<file path="src/rtl/data_cache.sv">
// Direct-mapped, write-back, write-allocate byte cache: 8 blocks of 4 bytes.
// Hits complete without stalling; misses evict a dirty victim, then refill.
module data_cache (
  input  logic        clk,
  input  logic        reset,
  input  logic        read,
  input  logic        write,
  input  logic [7:0]  address,
  input  logic [7:0]  writedata,
  output logic [7:0]  readdata,
  output logic        busywait,
  output logic        mem_read,
  output logic        mem_write,
  output logic [5:0]  mem_address,
  output logic [31:0] mem_writedata,
  input  logic [31:0] mem_readdata,
  input  logic        mem_busywait
);

  localparam int unsigned NUM_BLOCKS = 8;
  localparam int unsigned TAG_W      = 3;
  localparam int unsigned IDX_W      = 3;
  localparam int unsigned OFF_W      = 2;
  localparam int unsigned BLOCK_W    = 32;

  typedef enum logic [1:0] {
    S_IDLE      = 2'd0,
    S_WRITEBACK = 2'd1,
    S_FETCH     = 2'd2
  } state_t;

  state_t                   r_state;
  logic [BLOCK_W-1:0]       r_data [NUM_BLOCKS];
  logic [TAG_W-1:0]         r_tag  [NUM_BLOCKS];
  logic [NUM_BLOCKS-1:0]    r_valid;
  logic [NUM_BLOCKS-1:0]    r_dirty;
  logic [TAG_W-1:0]         r_miss_tag;
  logic [IDX_W-1:0]         r_miss_idx;

  logic [TAG_W-1:0]         w_tag;
  logic [IDX_W-1:0]         w_index;
  logic [OFF_W-1:0]         w_offset;
  logic [BLOCK_W-1:0]       w_block;
  logic                     w_req;
  logic                     w_hit;
  logic                     w_fill;

  assign w_tag    = address[7:5];
  assign w_index  = address[4:2];
  assign w_offset = address[1:0];
  assign w_block  = r_data[w_index];
  assign w_req    = read | write;
  assign w_hit    = (r_state == S_IDLE) && r_valid[w_index] && (r_tag[w_index] == w_tag);
  assign w_fill   = (r_state == S_FETCH) && !mem_busywait;

  // Stall is gated by reset so an aborted miss releases the CPU at once.
  assign busywait = reset & w_req & ~w_hit;
  assign readdata = 8'(w_block >> {w_offset, 3'b000});

  // Controller: miss sequencing, tag-state bits and memory request outputs.
  always_ff @(posedge clk or negedge reset) begin
    if (!reset) begin
      r_state       <= S_IDLE;
      r_valid       <= '0;
      r_dirty       <= '0;
      r_miss_tag    <= '0;
      r_miss_idx    <= '0;
      mem_read      <= 1'b0;
      mem_write     <= 1'b0;
      mem_address   <= '0;
      mem_writedata <= '0;
    end else begin
      case (r_state)
        S_IDLE: begin
          if (w_req && !w_hit) begin
            r_miss_tag <= w_tag;
            r_miss_idx <= w_index;
            if (r_valid[w_index] && r_dirty[w_index]) begin
              r_state       <= S_WRITEBACK;
              mem_write     <= 1'b1;
              mem_address   <= {r_tag[w_index], w_index};
              mem_writedata <= r_data[w_index];
            end else begin
              r_state     <= S_FETCH;
              mem_read    <= 1'b1;
              mem_address <= {w_tag, w_index};
            end
          end else if (write && w_hit) begin
            r_dirty[w_index] <= 1'b1;
          end
        end
        S_WRITEBACK: begin
          if (!mem_busywait) begin
            r_state     <= S_FETCH;
            mem_write   <= 1'b0;
            mem_read    <= 1'b1;
            mem_address <= {r_miss_tag, r_miss_idx};
          end
        end
        S_FETCH: begin
          if (!mem_busywait) begin
            r_state             <= S_IDLE;
            mem_read            <= 1'b0;
            r_valid[r_miss_idx] <= 1'b1;
            r_dirty[r_miss_idx] <= 1'b0;
          end
        end
        default: r_state <= S_IDLE;
      endcase
    end
  end

  // Block payload and tags carry no reset; valid bits make them meaningful.
  always_ff @(posedge clk) begin
    if (w_fill) begin
      r_data[r_miss_idx] <= mem_readdata;
      r_tag[r_miss_idx]  <= r_miss_tag;
    end else if (write && w_hit) begin
      r_data[w_index][{w_offset, 3'b000} +: 8] <= writedata;
    end
  end

endmodule

</file>
<file path="config.mk">
export PLATFORM = sky130hd
export DESIGN_NAME = data_cache
export DESIGN_NICKNAME = d
export VERILOG_FILES = /design/src/rtl/data_cache.sv
export SDC_FILE = /design/constraint.sdc
export NUM_CORES = 1
export LEC_CHECK = 0
export BUFFER_PORTS_ARGS = -buffer_cell sky130_fd_sc_hd__buf_2
export CAP_MARGIN = 10
export CORE_MARGIN = 2
export CORE_UTILIZATION = 45
export CTS_BUF_LIST = sky130_fd_sc_hd__clkbuf_16
export CTS_CLUSTER_DIAMETER = 60
export CTS_CLUSTER_SIZE = 20
export DETAILED_ROUTE_END_ITERATION = 6
export RECOVER_POWER = 25
export SETUP_SLACK_MARGIN = 0.4
export SYNTH_ARGS = -nofsm -noshare
export SYNTH_HDL_FRONTEND = slang
export SYNTH_SLANG_ARGS = --single-unit
export TNS_END_PERCENT = 100
</file>
<file path="constraint.sdc">
create_clock -name clk -period 5.9 [get_ports clk]
set_clock_uncertainty 0.2 [all_clocks]
set_input_delay 0.59 -clock clk [delete_from_list [all_inputs] [get_ports clk]]
set_output_delay 0.59 -clock clk [all_outputs]
set_load 0.1 [all_outputs]
</file>
Word level (Yosys, flattened, before mapping)
Memory sizes are Yosys's and may differ from the RTL's. Cells that the tools add are included.

Register bits: 64. Bits in latches: 0. Memory bits (writable): 280. ROM bits: 0. Input port bits: 53. Output and inout bits: 49. Logic and storage cells: 98. Memories: 2.

$add $sub $neg: 1. Multipliers: 0. Div/mod/pow operators: 0. $lt $le $gt $ge: 4. Equal/unequal tests: 10. Shift-type cells: 3. Multiplexer cells: 37. Bitwise operators: 9. Reductions and logical operators: 23.

Memories: r_data (words 8, bits a word 32, read ports 1, clocked after memory_dff 0, wr ports 1, line 33) `logic [BLOCK_W-1:0] r_data [NUM_BLOCKS];`; r_tag (words 8, bits a word 3, read ports 1, clocked after memory_dff 0, wr ports 1, line 34) `logic [TAG_W-1:0] r_tag [NUM_BLOCKS];`.

Operator list (number): $mux W32 (3); $reduce_or A32 Y1 (1); $shift A8 B7 Y32 const A (1); $shiftx A8 B7 Y32 (1); $shr A32 B5 Y8 (1); $mux W8 (3); $mux W6 (3); $or A8 B8 Y8 (2); $pmux W8 S2 (1); $mux W1 (14); $pmux W6 S2 (1); $reduce_and A3 Y1 (3); $and A8 B8 Y8 (1); $logic_and A1 B1 Y1 (8); $lt A3 B4 Y1 const B (2); $mux W2 (4); $ne A2 B2 Y1 const B (4); $not A8 Y8 (1); $reduce_and A4 Y1 (2); $neg A5 Y7 (1); $bmux W1 S3 (2); $demux W1 S3 (2); $ge A3 B1 Y1 const B (2); $ne A2 B1 Y1 const B (3); other kinds (16) (21).

Logic depth before layout (Yosys ltp)
Gate-level depths: netlist (run 1).

Depth after elaboration: 10. Gate-level depth with buffers: 11. Gate-level depth less buffers: 7.

Least setup slack after synthesis (run 1)
Ideal clock, no wire load.

Path kind: input port to output port. Start point: in address[4]. End point: out busywait. Arrival time: 3.119 ns. Required time: 5.110 ns. Setup slack: 1.991 ns. Stages: 7. Path buffers: 1. Cells stage by stage: buf_2 > and2_1 > o2bb2ai_1 > a211oi_1 > xnor2_2 > nor3_1 > nor2_1.

Longest elaborated chain between the ends: 6. Elaborated cells on any way between the ends: 8. Classes of those cells: 1 x eq/ne; 2 x mux; 2 x bitwise; 2 x reduce/logical; 1 x memory.

Ends and longest elaborated chain: start: declaration (line 8) `input logic [7:0] address,`; parallel branches: the longest is 3 deep, another holds $mem_v2 Z8 W3; $logic_and A1 B1 Y1 (*) (line 53) `assign w_hit = (r_state == S_IDLE) && r_valid[w_index] && (r_tag[w_index] == w_tag);`; $not A1 Y1 (*) (line 57) `assign busywait = reset & w_req & ~w_hit;`; $and A1 B1 Y1 (*) (line 57); end: declaration (line 11) `output logic busywait,`.

Mark *: on every way between the ends. The select of a mux whose other input is x is not followed.

Worst setup path after layout (run 1)
Start point: in address[2]. End point: reg mem_writedata[12], read port of r_data.

Longest elaborated chain between the ends: 7. Elaborated cells on any way between the ends: 13. Classes of those cells: 1 x eq/ne; 4 x mux; 6 x reduce/logical; 2 x memory.

Ends and longest elaborated chain: parallel branches: the longest is 7 deep, another holds $mem_v2 Z8 W3; end: declaration (line 15) `output logic [31:0] mem_writedata,`.

Parallel ways; which one is timed is not known. The select of a mux whose other input is x is not followed. A chain may end at the register's enable or synchronous reset.

==> results.toml, run 1 <==
[floorplanning]
core_area_um2 = 31640
initial_core_util = 0.4589
dieArea_um2 = 33720
rows = 65
die_w_um = 183.6
ios = 102
die_height_um = 183.6

[critical_path]
cp_max_fo = 37
crit_path_start_kind = "input port"
cpMostUsedCell = "clkbuf_1"
r2r_end = "mem_writedata[12]"
cp.arrival_ns = 5.44
critPathKind = "input port to flop"
slowest_delay_ns = 1.64
crit_chain = "clkbuf_1, buf_4, nor3b_1, o2bb2ai_1, a211oi_1, xnor2_2, o21ai_4, clkbuf_1, mux2_2"
slowest_stage = "clkbuf_1"
cp-end-kind = "flop"
ff2ff_path_depth = 7
required_ns = 6.15
r2r_setup_slack_ns = 1.70
timing.rr.start = "r_tag[3][1]"

[global_route]
track_usage = 0.2510
grt_overflow = 0
grt_max_degree = 65
grt_pass1_vias = 8978
grt_pass1_wl_um = 60670
antenna_found_initial = 1

[sta]
setup_viol = 0
timing.fmax_mhz = 192.5
tightest_slew_ns = 3.910
slew_violations = 100
setup-tns-final_ns = 0
finalHoldViolations = 0
finalCritPeriodShare = 0.8806
rsz0062_at_grt = "false"
layout_min_cycle_time_ns = 5.195
max_slew_margin = -1.607

[power_and_ir_drop]
power_leakage_uw = 0.005970
powerDensity_nw_per_um2 = 431.8
power_uw = 7201
ir_drop_uv = 481.3

[clock_tree]
clkTransAtPathRegs_ns = 0.08
cts-buffers-inserted = 27
cts_tree = "done"
clk_path_buf_depth = 3
htree_levels = 1
ctsHoldBuffers = 0
clock_sinks = 344
clock_latency_ns = 0.56
clockRootBuffer = "clkbuf_16"
cts_setup_buffers = 0
postCtsResizedCells = 0

[route]
totalWireLength_um = 41690
dr.pass1.iters = 5
drt-vias-per-instance = 6.032
routedWlPerCell_um = 27.35
vias = 9193
final_antenna_net_count = 0
drc_errors = 0
drt_iter0_drc = 1088

[hold_path]
hold_class = "input port to flop"
hp-start = "mem_busywait"
whs_path_depth = 2
worst_hold_path.endpoint = "r_state[1]"

[layout]
fillerInstances = 2660
synthToLayoutAreaGrowth_pct = 14.87
nets = 1155
register_area_um2 = 10010
fin_area_um2 = 16680
drive_gt1_frac = 0.2779
multiInputGateArea_um2 = 4179

[logic_synthesis]
synth.distinct_cells = 53
synth_edf_count = 280
synth.cell_area_um2 = 14520
yosys_warnings = 0
async_reset_ff_frac = 0.1860
synth_ff_type = "edfxtp_1"
syn_avg_cell_area_um2 = 15.28
synth_seq_cells = 344
netlist_instances = 950
ys_seq_area_frac = 0.6894
syn-num-nets = 1007

[placement]
dpl.hpwl_um = 28320
numPortBuffers = 101
dpl_cell_area_um2 = 15860
place_congestion = 0.8476

[status]
run_status = "complete, but fails checks"
violations = "max-capacitance violations, max-slew violations"

[job]
drv_cap = 2
## cells by family after synthesis
logic type / count (synthesis) / synth area share
DFF: 344 / 0.6894
and+or+nand+nor: 211 / 0.07282
AOI/OAI and AO/OA: 194 / 0.1008
muxes: 129 / 0.1098
buffers and inverters: 67 / 0.02258
adders and majority gates: 4 / 0.003447
xor gates and xnor gates: 1 / 0.001121
## cell usage in the layout (no fill, tap or decap), drive strengths merged, types with 4 or more instances in the layout
cell	count
a21oi	21
a221o	5
a221oi	53
a22o	15
a22oi	19
and2	4
buf	125
clkbuf	73
clkinv	9
dfrtp	64
edfxtp	280
ha	4
inv	25
mux2	79
mux2i	34
mux4	16
nand2	62
nand2b	41
nor2	61
nor2b	9
nor3	9
nor3b	6
o21ai	69
or2	4
## through the flow
| step | util | hold WS, ns | cells | setup WS [ns] |
|---|---|---|---|---|
| 4_1_cts | 0.5298 | 0.07800 | 1521 | 1.289 |
| 3_3_place_gp | 0.5013 | 0.2457 | 1471 | 1.323 |
| 5_1_grt | 0.5269 | 0.09646 | 1521 | 0.5120 |
| 2_1_floorplan | - | 0.09441 | 950 | 1.991 |
| 6_report | 0.5272 | 0.09672 | 1524 | 0.7046 |
| 3_5_place_dp | 0.5013 | 0.2528 | 1471 | 1.283 |
## power by group
part           internal [uW]  switching, uW  total (uW)  leakage [uW]
Combinational            435           1670        2100       0.00219
Clock                    925            937        1860      0.000446
Sequential              3040            196        3240       0.00333
## state kept, by name, indices dropped and copies added, names as in the netlist
signal         count
mem_read           1
r_miss_tag         3
mem_write          1
r_dirty            8
r_miss_idx         3
r_valid            8
r_data           256
r_tag             24
mem_address        6
r_state            2
mem_writedata     32
## worst max path at each step
stage                        end  cells after the start        from  slack (ns)
6_report       mem_writedata[12]                      9  address[2]        0.70
5_1_grt        mem_writedata[25]                      9  address[2]        0.51
4_1_cts              readdata[0]                      9  address[4]        1.29
3_5_place_dp        r_data[7][0]                     10  address[2]        1.28
3_3_place_gp         readdata[0]                      9  address[4]        1.32
2_1_floorplan           busywait                      7  address[4]        1.99
## critical path, delay by kind of cell
kind / cells / cell delay (ns)
AO/OA/AOI/OAI: 3 / 0.45
XOR/XNOR: 1 / 0.28
buffers and inverters: 3 / 3.27
multiplexers: 1 / 0.46
AND/OR/NAND/NOR: 1 / 0.33
## final cells by class
type | instances | share of cell area
antenna | 3 | 0.0004501
clock buffer | 27 | 0.04051
clock inverter | 23 | 0.01350
inverter | 15 | 0.003376
multi-input combinational | 539 | 0.2506
sequential | 344 | 0.6002
tap | 402 | 0.03016
timing repair buffer | 171 | 0.06122
## routing by layer
metal / part of all wire / GRT usage / vias up / routed length [um]
met3: 0.11 / 0.06537 / 76 / 4379
met4: 0.032 / 0.07136 / 0 / 1314
met5: 0 / 0 / - / 0
li1: - / - / 3998 / -
met2: 0.46 / 0.3955 / 490 / 19090
met1: 0.41 / 0.3461 / 4629 / 16910
## Yosys cell counts (5+ instances only)
master,n,area [um^2]
edfxtp_1,280,8408
mux2_2,78,878.3
dfrtp_1,64,1602
nand2_1,61,229.0
nor2_1,61,229.0
a221oi_1,53,464.2
nand2b_1,41,256.5
o21ai_0,38,190.2
mux2i_1,34,340.3
o21ai_2,31,271.5
clkbuf_1,30,112.6
a21oi_1,19,95.09
a22oi_1,19,142.6
mux4_2,16,360.4
a22o_1,15,131.4
inv_1,12,45.04
nor2b_1,9,56.30
nor3_1,8,40.04
buf_2,7,35.03
buf_6,7,78.83
a221o_1,5,50.05
(Power assumes the default switching activity.)
==> run 2: changes to the inputs <==
--- a/config.mk
+++ b/config.mk
@@ -13,6 +13,7 @@
 export CTS_CLUSTER_DIAMETER = 60
 export CTS_CLUSTER_SIZE = 20
 export DETAILED_ROUTE_END_ITERATION = 6
+export PLACE_DENSITY_LB_ADDON = 0.1
 export RECOVER_POWER = 25
 export SETUP_SLACK_MARGIN = 0.4
 export SYNTH_ARGS = -nofsm -noshare
==> results.toml, run 2 (synthesized netlist as in run 1, its figures left out) <==
[status]
run_status = "complete, but fails checks"
violations = "max-capacitance violations, max-slew violations"

[global_route]
grt_max_degree = 65
grt_overflow = 0
track_usage = 0.2600
grt_pass1_wl_um = 62990
antenna_found_initial = 2
grt_pass1_vias = 9107

[power_and_ir_drop]
pwr-share-comb = 0.283
power.internal_uw = 4624
power_uw = 7392
powerDensity_nw_per_um2 = 441.1
ir_drop_uv = 512.3
sw_frac_of_total = 0.3744
sequentialPowerShare = 0.438
power_leakage_uw = 0.006022
pwr-share-clk = 0.279
p_sw_uw = 2767

[route]
drt-vias-per-instance = 6.031
routedWlPerCell_um = 28.36
drt_iter0_drc = 830
vias = 9197
totalWireLength_um = 43250
drc_errors = 0
final_antenna_net_count = 0
dr.pass1.iters = 6

[sta]
tightest_slew_ns = 4.000
max_slew_margin = -1.667
setup_viol = 0
finalCritPeriodShare = 0.8097
rsz0062_at_grt = "false"
finalHoldViolations = 0
slew_violations = 65
setup-tns-final_ns = 0
timing.fmax_mhz = 209.3
layout_min_cycle_time_ns = 4.777

[critical_path]
ff2ff_path_depth = 8
timing.rr.start = "r_tag[2][1]"
required_ns = 5.11
r2r_setup_slack_ns = 2.06
cpMostUsedCell = "buf_4"
cp.arrival_ns = 3.99
cp_max_fo = 30
cp-end-kind = "primary output"
r2r_end = "r_data[0][25]"
crit_path_start_kind = "input port"
crit_chain = "clkbuf_1, buf_4, nor3b_1, buf_4, o2bb2ai_1, a211oi_1, xnor2_1, nor3_1, nor2_1, buf_2"
critPathKind = "input port to primary output"
slowest_stage = "xnor2_1"
slowest_delay_ns = 0.71

[clock_tree]
htree_levels = 1
clk_path_buf_depth = 3
clkTransAtPathRegs_ns = 0.08
clockRootBuffer = "clkbuf_16"
ctsHoldBuffers = 0
clock_sinks = 344
cts-buffers-inserted = 26
cts_tree = "done"
cts_setup_buffers = 0
clock_latency_ns = 0.55
postCtsResizedCells = 0

[layout]
top_regs = "r_data: 256 flops, mem_writedata: 32 flops, r_tag: 24 flops"
regMostFlops = "r_data"
fillerInstances = 2699
drive_gt1_frac = 0.2819
nets = 1158
fin_area_um2 = 16760
synthToLayoutAreaGrowth_pct = 15.42
layout_common_cells = "280 x edfxtp_1, 78 x mux2_2, 72 x buf_4"
largest_reg_flops = 256
layout_commonest_cell = "edfxtp_1"

[floorplanning]
rows = 65
initial_core_util = 0.4589
dieArea_um2 = 33720
ios = 102
die_height_um = 183.6
core_area_um2 = 31640
die_w_um = 183.6

[placement]
numPortBuffers = 101
dpl_cell_area_um2 = 15850
place_congestion = 0.8875
dpl.hpwl_um = 29560

[hold_path]
hp-start = "mem_busywait"
hold_class = "input port to flop"
worst_hold_path.endpoint = "r_state[1]"
whs_path_depth = 2

[job]
drv_cap = 1
run 2: cell types whose count changed in the layout (fill, tap and decap cells not counted), moves of 3 or more:
cell	previous run	this run
buf_12	4	1
buf_4	65	72
bufinv_16	1	7
clkinv_8	3	0
run 2: power by group through the flow:
stage,Combinational (uW),Sequential (uW),Clock [uW]
5_1_grt,2170,3280,2170
4_1_cts,2140,3230,2090
3_3_place_gp,2120,3280,0
2_1_floorplan,685,4150,0
6_report,2090,3240,2060
3_5_place_dp,2130,3280,0
run 2: how the worst max path moves through the flow:
stage               slack, ns  cells past startpoint            end       start
detailed placement       1.21                     10  r_data[2][14]  address[3]
global route             0.85                     10       busywait  address[2]
global placement         1.25                     10  r_data[2][14]  address[3]
CTS                      1.47                      9    readdata[0]  address[4]
floorplan                1.99                      7       busywait  address[4]
finish                   1.12                     10       busywait  address[2]
run 2: worst max-delay path: cells and delay by family:
| kind | cells | cell delay, ns |
|---|---|---|
| xor gates and xnor gates | 1 | 0.71 |
| buffers and inverters | 4 | 1.82 |
| AOI/OAI and AO/OA | 2 | 0.24 |
| and+or+nand+nor | 3 | 0.61 |
run 2: stage by stage:
step,cells,hold slack (ns),setup WS [ns],util
after floorplan,950,0.09441,1.991,-
after global placement,1475,0.2490,1.253,0.5010
after detailed placement,1475,0.2518,1.205,0.5010
after CTS,1523,0.06991,1.472,0.5323
after global routing,1523,0.08119,0.8491,0.5295
final,1525,0.08297,1.123,0.5297
run 2: routing by layer:
| metal | vias to the layer above | track usage | routed length, um |
|---|---|---|---|
| met5 | - | 0 | 34 |
| met4 | 4 | 0.08640 | 1484 |
| met3 | 76 | 0.04002 | 3451 |
| met2 | 443 | 0.4017 | 19560 |
| met1 | 4670 | 0.3791 | 18720 |
| li1 | 4004 | - | - |
run 2: cell type report:
cell class	count	area, um^2	share of cell area
clock buffers	27	675.6	0.04032
multi-input cells	539	4179	0.2494
diodes	2	5.005	0.0002987
repair buffers	175	1016	0.06063
flip-flops and latches	344	10010	0.5973
well taps	402	503.0	0.03002
clock inverters	21	312.8	0.01867
inverters	15	56.30	0.003360
==> run 3: changes to the inputs <==
==> constraint.sdc (replaced) <==
create_clock -name clk -period 4.2 [get_ports clk]
set_clock_uncertainty 0.2 [all_clocks]
set_input_delay 0.42 -clock clk [delete_from_list [all_inputs] [get_ports clk]]
set_output_delay 0.42 -clock clk [all_outputs]
set_load 0.1 [all_outputs]
==> results.toml, run 3 (synthesized netlist as in run 1, its figures left out) <==
[status]
run_status = "complete, but fails checks"
violations = "max-capacitance violations, max-slew violations"

[sta]
setup-tns-final_ns = 0
layout_min_cycle_time_ns = 3.809
fin_ws_ns = 0.3911
setup_viol = 0
max_slew_margin = -0.2201
timing.fmax_mhz = 262.5
rsz0062_at_grt = "true"
slew_violations = 65
tightest_slew_ns = 1.830
finalHoldViolations = 0
finalCritPeriodShare = 0.9069

[layout]
fillerInstances = 2644
final_util = 0.5366
antenna_cells = 0
synthToLayoutAreaGrowth_pct = 16.93
drive_gt1_frac = 0.2880
regMostFlops = "r_data"
layout_common_cells = "280 x edfxtp_1, 79 x buf_4, 78 x mux2_2"
fin_area_um2 = 16980
layout_commonest_cell = "edfxtp_1"
largest_reg_flops = 256
top_regs = "r_data: 256 flops, mem_writedata: 32 flops, r_tag: 24 flops"
nets = 1174

[floorplanning]
die_height_um = 183.6
dieArea_um2 = 33720
rows = 65
ios = 102
core_area_um2 = 31640
initial_core_util = 0.4589
die_w_um = 183.6

[critical_path]
cp_max_fo = 13
critPathKind = "input port to primary output"
r2r_setup_slack_ns = 0.43
slowest_stage = "mux4_2"
cp.depth = 9
path_buf_inv = 5
crit_chain = "buf_2, buf_4, inv_2, nor2_1, buf_4, a221oi_1, o21ai_0, mux4_2, buf_12"
r2r_end = "r_data[0][15]"
critPathTopFamily = "buffers and inverters"
required_ns = 3.58
timing.rr.start = "r_tag[3][1]"
cpMostUsedCell = "buf_4"
cp-end-kind = "primary output"
slowest_delay_ns = 0.65
cp.arrival_ns = 3.19
ff2ff_path_depth = 8
crit_path_start_kind = "input port"

[job]
drv_cap = 1

[hold_path]
whs_path_depth = 3
worst_hold_path.endpoint = "r_data[2][19]"
hp-start = "mem_readdata[19]"
hold_class = "input port to flop"

[placement]
numPortBuffers = 101
dpl.hpwl_um = 31590
place_congestion = 0.8684
dpl_cell_area_um2 = 16060
dp_slack_ns = 0.2117

[power_and_ir_drop]
powerDensity_nw_per_um2 = 609.7
ir_drop_uv = 695.9
power_leakage_uw = 0.006121
power_uw = 10350

[route]
routedWlPerCell_um = 28.61
totalWireLength_um = 44090
drc_errors = 0
dr.pass1.iters = 7
drt_iter0_drc = 1075
final_antenna_net_count = 0
vias = 9335
drt-vias-per-instance = 6.058

[clock_tree]
clock_latency_ns = 0.57
cts-buffers-inserted = 28
clockRootBuffer = "clkbuf_16"
clock_sinks = 344
cts_tree = "done"
clkTransAtPathRegs_ns = 0.08
clk_path_buf_depth = 3
htree_levels = 1

[global_route]
grt_overflow = 0
track_usage = 0.2626
antenna_found_initial = 2
grt_pass1_wl_um = 63280
grt_max_degree = 65
grt_pass1_vias = 9271
-- run 3: cell count changes in the layout (fill, tap and decap cells not counted), moves of 3 or more --
cell	delta
bufinv_16	-6
dlygate4sd3_1	+5
buf_12	+10
buf_2	-8
inv_1	+4
inv_8	+3
buf_4	+7
clkinv_2	-4
-- run 3: area by class of cell --
cell class | count | area [um^2] | area share
Sequential cell | 344 | 10010 | 0.5896
Timing Repair Buffer | 189 | 1280 | 0.07540
Multi-Input combinational cell | 539 | 4173 | 0.2458
Clock inverter | 23 | 229.0 | 0.01349
Inverter | 15 | 56.30 | 0.003317
Tap cell | 402 | 503.0 | 0.02963
Clock buffer | 29 | 725.7 | 0.04275
-- run 3: worst max path at each step --
stage,from,endpoint,slack [ns]
after detailed placement,address[4],r_data[0][9],0.21
after CTS,address[2],readdata[1],0.45
after floorplan,address[4],busywait,0.63
after global placement,address[4],r_data[0][9],0.24
after global routing,r_tag[3][1],r_data[0][15],0.25
final,address[2],readdata[1],0.39
-- run 3: power by group --
part           total, uW  internal, uW  switching (uW)  leakage [uW]
clock network       2730          1380            1350      0.000476
logic               3030           670            2360       0.00231
registers           4580          4280             308       0.00333
-- run 3: layer usage --
layer,GRT usage,wire length (um)
met1,0.3630,18130
met4,0.09280,1600
met3,0.05487,3799
met2,0.4142,20540
met5,0,23
-- run 3: timing repair --
action,CTS,global route
hold buffers,5,0
endpoints found under the hold margin,69,0
setup buffers,0,0
endpoints found under the setup margin,0,3
gates resized for setup,0,2
-- run 3: worst reg2reg max path, stage by stage, from the launching register on --
cell and delay, ns:
edfxtp_1 0.38, mux2_2 0.27, a22oi_1 0.27, a21oi_1 0.10
or4_1 0.68, nor4b_1 0.35, buf_4 0.28, a21oi_2 0.17
nor2_1 0.70
-- run 3: stage by stage --
step / hold slack, ns / instances
finish: 0.05271 / 1541
global route: 0.08044 / 1541
CTS: 0.04773 / 1541
detailed placement: 0.2561 / 1484
global placement: 0.2464 / 1484
floorplan: -0.07559 / 950
